### config.mk
export PLATFORM = sky130hd
export DESIGN_NAME = read_line_collector_flat
export DESIGN_NICKNAME = d
export VERILOG_FILES = /design/src/rtl/read_line_collector_pkg.sv /design/src/rtl/read_line_collector_if.sv /design/src/rtl/read_line_collector_slot.sv /design/src/rtl/read_line_collector.sv /design/src/flat_wrapper.sv
export SDC_FILE = /design/constraint.sdc
export NUM_CORES = 2
export LEC_CHECK = 0
export BUFFER_PORTS_ARGS = -buffer_cell sky130_fd_sc_hd__clkbuf_2
export CAP_MARGIN = 10
export CORE_AREA = 2 2 625 627
export DETAILED_ROUTE_END_ITERATION = 10
export DIE_AREA = 0 0 627 629
export PLACE_DENSITY = 0.63
export SLEW_MARGIN = 0
export SYNTH_ARGS = -nofsm -noshare
export SYNTH_HDL_FRONTEND = slang
export SYNTH_HIERARCHICAL = 1
export SYNTH_SLANG_ARGS = --single-unit
### constraint.sdc
create_clock -name clock -period 30 [get_ports clock]
set_input_delay 1.5 -clock clock [delete_from_list [all_inputs] [get_ports clock]]
set_output_delay 1.5 -clock clock [all_outputs]
set_load 0.02 [all_outputs]
### src/rtl/read_line_collector_pkg.sv
// Shared types and helpers for the read line collector: response codes,
// per-tag slot states and the odd-parity helper used on tags and data dwords.
package read_line_collector_pkg;

  localparam logic [7:0] RESP_DONE = 8'h00;

  typedef enum logic [1:0] {
    FREE,
    PENDING,
    READY
  } slot_state_t;

  // Zero-extending a narrower field does not change its parity, so one width serves all.
  function automatic logic odd_par(input logic [63:0] v);
    return ~^v;
  endfunction

endpackage

### src/rtl/read_line_collector_if.sv
// Bundles the command-issuer, PSL buffer-write/response and line-consumer signals.
// The slave modport is the collector's view; master is the surrounding logic.
interface read_line_collector_if;

  logic          alloc_valid;
  logic [7:0]    alloc_tag;

  logic          ha_bwvalid;
  logic [7:0]    ha_bwtag;
  logic          ha_bwtagpar;
  logic [5:0]    ha_bwad;
  logic [0:511]  ha_bwdata;
  logic [7:0]    ha_bwpar;

  logic          ha_rvalid;
  logic [7:0]    ha_rtag;
  logic          ha_rtagpar;
  logic [7:0]    ha_response;

  logic          line_valid;
  logic          line_ready;
  logic [7:0]    line_tag;
  logic [0:1023] line_data;
  logic          line_ok;

  logic          err_parity;
  logic          err_tag;

  modport slave (
    input  alloc_valid, alloc_tag,
    input  ha_bwvalid, ha_bwtag, ha_bwtagpar, ha_bwad, ha_bwdata, ha_bwpar,
    input  ha_rvalid, ha_rtag, ha_rtagpar, ha_response,
    input  line_ready,
    output line_valid, line_tag, line_data, line_ok,
    output err_parity, err_tag
  );

  modport master (
    output alloc_valid, alloc_tag,
    output ha_bwvalid, ha_bwtag, ha_bwtagpar, ha_bwad, ha_bwdata, ha_bwpar,
    output ha_rvalid, ha_rtag, ha_rtagpar, ha_response,
    output line_ready,
    input  line_valid, line_tag, line_data, line_ok,
    input  err_parity, err_tag
  );

endinterface

### src/rtl/read_line_collector_slot.sv
// One tag slot: lifecycle FSM, half-present flags, sticky parity error,
// response code and the 128-byte line storage.
module read_line_collector_slot
  import read_line_collector_pkg::*;
(
  input  logic          clock,
  input  logic          reset,
  input  logic          alloc,
  input  logic          bw_we,
  input  logic          bw_half,
  input  logic [0:511]  bw_data,
  input  logic          bw_perr,
  input  logic          rsp,
  input  logic [7:0]    rsp_code,
  input  logic          release_slot,
  output slot_state_t   state,
  output logic [0:1023] data,
  output logic          ok
);

  slot_state_t   state_reg, state_next;
  logic          half0_reg, half1_reg, perr_reg;
  logic [7:0]    rcode_reg;
  logic [0:1023] data_reg;

  always_ff @(posedge clock) begin
    if (reset) state_reg <= FREE;
    else       state_reg <= state_next;
  end

  always_comb begin
    state_next = state_reg;
    case (state_reg)
      FREE:    if (alloc)        state_next = PENDING;
      PENDING: if (rsp)          state_next = READY;
      READY:   if (release_slot) state_next = FREE;
      default:                   state_next = FREE;
    endcase
  end

  // The top only raises bw_we/rsp for a PENDING slot and alloc for a FREE one.
  always_ff @(posedge clock) begin
    if (reset) begin
      half0_reg <= 1'b0;
      half1_reg <= 1'b0;
      perr_reg  <= 1'b0;
      rcode_reg <= 8'h00;
    end else if (alloc) begin
      half0_reg <= 1'b0;
      half1_reg <= 1'b0;
      perr_reg  <= 1'b0;
      rcode_reg <= 8'h00;
    end else begin
      if (bw_we) begin
        if (bw_half) half1_reg <= 1'b1;
        else         half0_reg <= 1'b1;
        if (bw_perr) perr_reg <= 1'b1;
      end
      if (rsp) rcode_reg <= rsp_code;
    end
  end

  always_ff @(posedge clock) begin
    if (bw_we) begin
      if (bw_half) data_reg[512:1023] <= bw_data;
      else         data_reg[0:511]    <= bw_data;
    end
  end

  assign state = state_reg;
  assign data  = data_reg;
  assign ok    = (rcode_reg == RESP_DONE) && half0_reg && half1_reg && !perr_reg;

endmodule

### src/rtl/read_line_collector.sv
// Decodes allocs, buffer writes and responses onto per-tag slots, checks parity,
// and presents completed lines lowest-slot-first with a lock held until handshake.
module read_line_collector
  import read_line_collector_pkg::*;
#(
  parameter int NUM_SLOTS = 4
) (
  input logic           clock,
  input logic           reset,
  read_line_collector_if.slave bus
);

  localparam int IDX_W = (NUM_SLOTS > 1) ? $clog2(NUM_SLOTS) : 1;

  slot_state_t          slot_state [NUM_SLOTS];
  logic [0:1023]        slot_data  [NUM_SLOTS];
  logic [NUM_SLOTS-1:0] slot_ok;
  logic [NUM_SLOTS-1:0] alloc_hit, bw_hit, rsp_hit, release_hit, ready_vec;

  logic                 bw_tagpar_ok, rsp_tagpar_ok;
  logic                 bw_gate, rsp_gate, bw_perr;
  logic [7:0]           dword_bad;

  logic                 sel_valid, handshake;
  logic [IDX_W-1:0]     sel_idx, lowest_idx;
  logic                 lock_reg;
  logic [IDX_W-1:0]     lock_idx_reg;
  logic                 err_parity_reg, err_tag_reg;

  assign bw_tagpar_ok  = bus.ha_bwtagpar == odd_par({56'd0, bus.ha_bwtag});
  assign rsp_tagpar_ok = bus.ha_rtagpar  == odd_par({56'd0, bus.ha_rtag});
  assign bw_gate       = bus.ha_bwvalid && bw_tagpar_ok && (bus.ha_bwad <= 6'd1);
  assign rsp_gate      = bus.ha_rvalid && rsp_tagpar_ok;

  for (genvar gi = 0; gi < 8; gi++) begin : g_dword
    assign dword_bad[gi] = bus.ha_bwpar[gi] != odd_par(bus.ha_bwdata[64*gi +: 64]);
  end
  assign bw_perr = |dword_bad;

  for (genvar gi = 0; gi < NUM_SLOTS; gi++) begin : g_slot
    assign alloc_hit[gi]   = bus.alloc_valid && (bus.alloc_tag == 8'(gi)) && (slot_state[gi] == FREE);
    assign bw_hit[gi]      = bw_gate  && (bus.ha_bwtag == 8'(gi)) && (slot_state[gi] == PENDING);
    assign rsp_hit[gi]     = rsp_gate && (bus.ha_rtag  == 8'(gi)) && (slot_state[gi] == PENDING);
    assign ready_vec[gi]   = slot_state[gi] == READY;
    assign release_hit[gi] = handshake && (sel_idx == IDX_W'(gi));

    read_line_collector_slot u_slot (
      .clock        (clock),
      .reset        (reset),
      .alloc        (alloc_hit[gi]),
      .bw_we        (bw_hit[gi]),
      .bw_half      (bus.ha_bwad[0]),
      .bw_data      (bus.ha_bwdata),
      .bw_perr      (bw_perr),
      .rsp          (rsp_hit[gi]),
      .rsp_code     (bus.ha_response),
      .release_slot (release_hit[gi]),
      .state        (slot_state[gi]),
      .data         (slot_data[gi]),
      .ok           (slot_ok[gi])
    );
  end

  always_comb begin
    lowest_idx = '0;
    for (int i = NUM_SLOTS - 1; i >= 0; i--) begin
      if (ready_vec[i]) lowest_idx = IDX_W'(i);
    end
  end

  // A locked slot is always READY, so sel_valid covers both locked and fresh picks.
  assign sel_valid = |ready_vec;
  assign sel_idx   = lock_reg ? lock_idx_reg : lowest_idx;
  assign handshake = sel_valid && bus.line_ready;

  always_ff @(posedge clock) begin
    if (reset) begin
      lock_reg     <= 1'b0;
      lock_idx_reg <= '0;
    end else if (handshake) begin
      lock_reg     <= 1'b0;
    end else if (sel_valid) begin
      lock_reg     <= 1'b1;
      lock_idx_reg <= sel_idx;
    end
  end

  always_ff @(posedge clock) begin
    if (reset) begin
      err_parity_reg <= 1'b0;
      err_tag_reg    <= 1'b0;
    end else begin
      err_parity_reg <= (bus.ha_bwvalid && !bw_tagpar_ok) ||
                        (bus.ha_rvalid && !rsp_tagpar_ok) ||
                        ((|bw_hit) && bw_perr);
      err_tag_reg    <= (bus.alloc_valid && !(|alloc_hit)) ||
                        (bus.ha_bwvalid && bw_tagpar_ok && !(|bw_hit)) ||
                        (bus.ha_rvalid && rsp_tagpar_ok && !(|rsp_hit));
    end
  end

  assign bus.line_valid = sel_valid;
  assign bus.line_tag   = sel_valid ? 8'(sel_idx) : 8'd0;
  assign bus.line_data  = sel_valid ? slot_data[sel_idx] : '0;
  assign bus.line_ok    = sel_valid && slot_ok[sel_idx];
  assign bus.err_parity = err_parity_reg;
  assign bus.err_tag    = err_tag_reg;

endmodule

### src/flat_wrapper.sv
// flat-port wrapper written by rule: the top's interface ports become plain ports
module read_line_collector_flat import read_line_collector_pkg::*;
#(
  parameter int NUM_SLOTS = 4
)
  (clock, reset, bus_alloc_valid, bus_alloc_tag, bus_ha_bwvalid, bus_ha_bwtag, bus_ha_bwtagpar, bus_ha_bwad, bus_ha_bwdata, bus_ha_bwpar, bus_ha_rvalid, bus_ha_rtag, bus_ha_rtagpar, bus_ha_response, bus_line_ready, bus_line_valid, bus_line_tag, bus_line_data, bus_line_ok, bus_err_parity, bus_err_tag);
  read_line_collector_if bus_i ();
  input logic clock;
  input logic reset;
  input wire logic [$bits(bus_i.alloc_valid)-1:0] bus_alloc_valid;
  input wire logic [$bits(bus_i.alloc_tag)-1:0] bus_alloc_tag;
  input wire logic [$bits(bus_i.ha_bwvalid)-1:0] bus_ha_bwvalid;
  input wire logic [$bits(bus_i.ha_bwtag)-1:0] bus_ha_bwtag;
  input wire logic [$bits(bus_i.ha_bwtagpar)-1:0] bus_ha_bwtagpar;
  input wire logic [$bits(bus_i.ha_bwad)-1:0] bus_ha_bwad;
  input wire logic [$bits(bus_i.ha_bwdata)-1:0] bus_ha_bwdata;
  input wire logic [$bits(bus_i.ha_bwpar)-1:0] bus_ha_bwpar;
  input wire logic [$bits(bus_i.ha_rvalid)-1:0] bus_ha_rvalid;
  input wire logic [$bits(bus_i.ha_rtag)-1:0] bus_ha_rtag;
  input wire logic [$bits(bus_i.ha_rtagpar)-1:0] bus_ha_rtagpar;
  input wire logic [$bits(bus_i.ha_response)-1:0] bus_ha_response;
  input wire logic [$bits(bus_i.line_ready)-1:0] bus_line_ready;
  output wire logic [$bits(bus_i.line_valid)-1:0] bus_line_valid;
  output wire logic [$bits(bus_i.line_tag)-1:0] bus_line_tag;
  output wire logic [$bits(bus_i.line_data)-1:0] bus_line_data;
  output wire logic [$bits(bus_i.line_ok)-1:0] bus_line_ok;
  output wire logic [$bits(bus_i.err_parity)-1:0] bus_err_parity;
  output wire logic [$bits(bus_i.err_tag)-1:0] bus_err_tag;
  assign bus_i.alloc_valid = bus_alloc_valid;
  assign bus_i.alloc_tag = bus_alloc_tag;
  assign bus_i.ha_bwvalid = bus_ha_bwvalid;
  assign bus_i.ha_bwtag = bus_ha_bwtag;
  assign bus_i.ha_bwtagpar = bus_ha_bwtagpar;
  assign bus_i.ha_bwad = bus_ha_bwad;
  assign bus_i.ha_bwdata = bus_ha_bwdata;
  assign bus_i.ha_bwpar = bus_ha_bwpar;
  assign bus_i.ha_rvalid = bus_ha_rvalid;
  assign bus_i.ha_rtag = bus_ha_rtag;
  assign bus_i.ha_rtagpar = bus_ha_rtagpar;
  assign bus_i.ha_response = bus_ha_response;
  assign bus_i.line_ready = bus_line_ready;
  assign bus_line_valid = bus_i.line_valid;
  assign bus_line_tag = bus_i.line_tag;
  assign bus_line_data = bus_i.line_data;
  assign bus_line_ok = bus_i.line_ok;
  assign bus_err_parity = bus_i.err_parity;
  assign bus_err_tag = bus_i.err_tag;
  read_line_collector #(.NUM_SLOTS(NUM_SLOTS)) u_core (.clock(clock), .reset(reset), .bus(bus_i));
endmodule
==> flow_summary.yaml <==
status:
  status: "finished clean"
clock_tree:
  cts_hold_repair.buffers: 0
  clk_latency_ns: 1.02
  cts_buffers: 418
  cts_sinks: 4153
  cts_tree: "yes"
  postCtsSetupRepairBufs: 0
  htree_levels: 5
  clockBufferDepth: 4
  ctsResizeCount: 0
  cts.clk_slew.worst_paths_ns: 0.06
  cts-root-buf: "clkbuf_16"
final_layout:
  nets: 9693
  area_delta_synth_final_pct: 16.9
  fillers: 31600
  largest_reg_flops: 4096
  drive_gt1_frac: 0.355
  design_area_um2: 189000
synth:
  synthMostInstantiatedCell: "edfxtp_1"
  syn_area_um2: 162000
  async_reset_ff_frac: 0
  synth.top_cell.area_share: 0.760
  synthTopCellsByCount: "edfxtp_1, and2_1, mux4_2"
  yosysWarnings: 6
  avgSynthCellArea_um2: 22.1
  synth_top_area_cell: "edfxtp_1"
  synth.top_cells.by_area: "edfxtp_1, mux4_2, and2_1"
  synth_seq_cells: 4153
  ys_seq_area_frac: 0.768
  postSynthCellCount: 7318
  synth_ff_type: "edfxtp_1"
  synth_edf_count: 4096
  yosysUniqueCellTypes: 44
critical_path:
  arrival_ns: 7.83
  rrSetupSlack_ns: 23.18
  endpoint: "bus_line_data[574]"
  cpLargestDelayFamily: "buffers and inverters"
  reg2regPathDepth: 10
  crit_start: "u_core/g_slot[3].u_slot/state[1]"
  worst_ep_required_time_ns: 28.50
  worst_path_most_repeated_cell: "buf_4"
  cpPeakStageDelay_ns: 0.80
  timing.rr.start: "u_core/g_slot[3].u_slot/state[0]"
  reg2reg_to: "u_core/g_slot[3].u_slot/data[463]"
  crit_fanout: 108
  cp_cell_sequence: "nor2b_1, a21oi_1, o31ai_4, buf_4, buf_4, buf_4, buf_4, buf_4, buf_12, mux4_2, and2_1, clkbuf_2"
  criticalPathCategory: "reg -> out"
  start_kind: "register"
  path_depth: 12
  critical_path_buf_inv_count: 7
  end_kind: "primary output"
  cp_slowest_cell: "buf_4"
floorplan:
  num_rows: 229
  die_h_um: 629
  io_pins: 1602
  core-area_um2: 388000
  start_util: 0.417
  dieArea_um2: 394000
  die_width_um: 627
placed_design:
  gp_congestion: 0.859
  portBuffers: 1595
  dpl_cell_area_um2: 176000
  dpl.hpwl_um: 298000
route:
  avgRoutedWirePerCell_um: 31.0
  wl_met3_um: 35400
  top_layer: "met5"
  drtIter0Drc: 7791
  vias: 81200
  vias_per_cell: 5.51
  drt_wl_total_um: 456000
  ant_nets: 0
  wl_met2_um: 225000
  met1_length_um: 173000
  first_pass_iters: 8
  drcViolationCount: 0
min_path:
  min_path_type: "reg -> reg"
pwr:
  power.leakage_nw: 61.7
  ir_drop_v: 0.0000572
  power.density_nw_per_um2: 63.7
grt:
  antenna_found_initial: 112
  grt_usage: 0.225
  grt_first_pass_wirelength_um: 635000
  grt_overflow: 0
  grt_pass1_vias: 82100
  grt_max_degree: 210
timing:
  relSlewSlack: 0.178
  max_freq_ghz: 0.107
  timing.final.setup_violations: 0
  hold_ws_ns: 0.479
  finalCritPeriodShare: 0.311
  tightest_slew_ns: 1.23
  fin_tns_setup_ns: 0
  drv_slew: 0
  finClkSkew_ns: 0.0867
  period_minus_slack_ns: 9.33
  rsz0062_at_grt: "no"
  finalHoldViolations: 0
job:
  maxCapViolations: 0
-- metrics by stage --
step	util	setup WS [ns]	total power, W	std cells
after floorplan	-	3.43	0.00673	7323
after CTS	0.487	20.29	0.0122	14700
after detailed placement	0.453	21.07	0.00709	13900
after global routing	0.488	19.82	0.0124	14700
final	0.488	20.67	0.0120	14700
after global placement	0.453	21.09	0.00708	13900
-- worst min-delay path: cells and delay by family (launching register included) --
kind | cells | cell delay [ns]
compound gates | 1 | 0.04
flops | 1 | 0.33
simple gates | 1 | 0.07
-- cell type report --
class                      count  area, um^2  share of cell area
multi-input combinational   2794       35700               0.189
antenna                       63         158            0.000834
inverter                      20        82.6            0.000437
timing repair buffer        1726        9100              0.0481
clock inverter               262        2630              0.0139
tap                         5197        6500              0.0344
clock buffer                 509       10800              0.0571
sequential                  4153      124000               0.656
-- metal layers --
metal / global-route usage / up-vias
li1: - / 33200
met1: 0.290 / 43600
met2: 0.368 / 3640
met3: 0.0479 / 754
met4: 0.101 / 44
met5: 0 / -
-- power breakdown --
group	leakage, nW	total [W]	switching, W	internal (W)
Sequential	37.3	0.00637	0.000000135	0.00637
Combinational	18.0	0.000573	0.000375	0.000197
Clock	6.50	0.00510	0.00225	0.00285
-- placed cells by master (no fill, tap or decap), types with 5 or more instances in the layout --
cell	instances
clkbuf_1	89
bufinv_16	31
clkbuf_2	1597
edfxtp_1	4096
clkinv_1	104
buf_4	120
ha_1	14
xnor3_1	8
nor4_2	5
xor2_1	62
nand2b_1	9
buf_12	11
inv_1	18
nand2_1	19
xnor2_1	440
nor3_1	5
dfxtp_1	57
inv_6	5
clkinv_2	76
a21oi_1	16
a211oi_1	6
clkbuf_16	418
mux4_2	1025
clkinvlp_4	15
inv_16	5
diode_2	63
clkinv_16	20
conb_1	6
mux2i_1	32
or2_1	5
nor2_1	55
nor2b_1	7
and2_1	1026
-- how the worst min path moves through the flow --
| stage | slack (ns) | cells after the start | start | to |
|---|---|---|---|---|
| after global routing | 0.50 | 2 | u_core/g_slot[2].u_slot/half1_reg | u_core/g_slot[2].u_slot/half1_reg |
| after floorplan | 0.44 | 2 | u_core/g_slot[0].u_slot/half1_reg | u_core/g_slot[0].u_slot/half1_reg |
| after CTS | 0.47 | 2 | u_core/g_slot[3].u_slot/half1_reg | u_core/g_slot[3].u_slot/half1_reg |
| after global placement | 0.45 | 2 | u_core/g_slot[1].u_slot/half1_reg | u_core/g_slot[1].u_slot/half1_reg |
| final | 0.48 | 2 | u_core/g_slot[0].u_slot/half1_reg | u_core/g_slot[0].u_slot/half1_reg |
| after detailed placement | 0.46 | 2 | u_core/g_slot[3].u_slot/half1_reg | u_core/g_slot[3].u_slot/half1_reg |
-- cells by family after synthesis --
| kind of cell | Yosys count | share of synthesized area |
|---|---|---|
| xor+xnor | 512 | 0.0285 |
| mux | 1057 | 0.145 |
| flops | 4153 | 0.768 |
| simple gates | 1170 | 0.0445 |
| compound gates | 35 | 0.00147 |
| buf+inv | 376 | 0.0122 |
| other cells | 1 | 0.0000232 |
| fa+ha+maj | 14 | 0.00108 |
(Power assumes the default switching activity.)
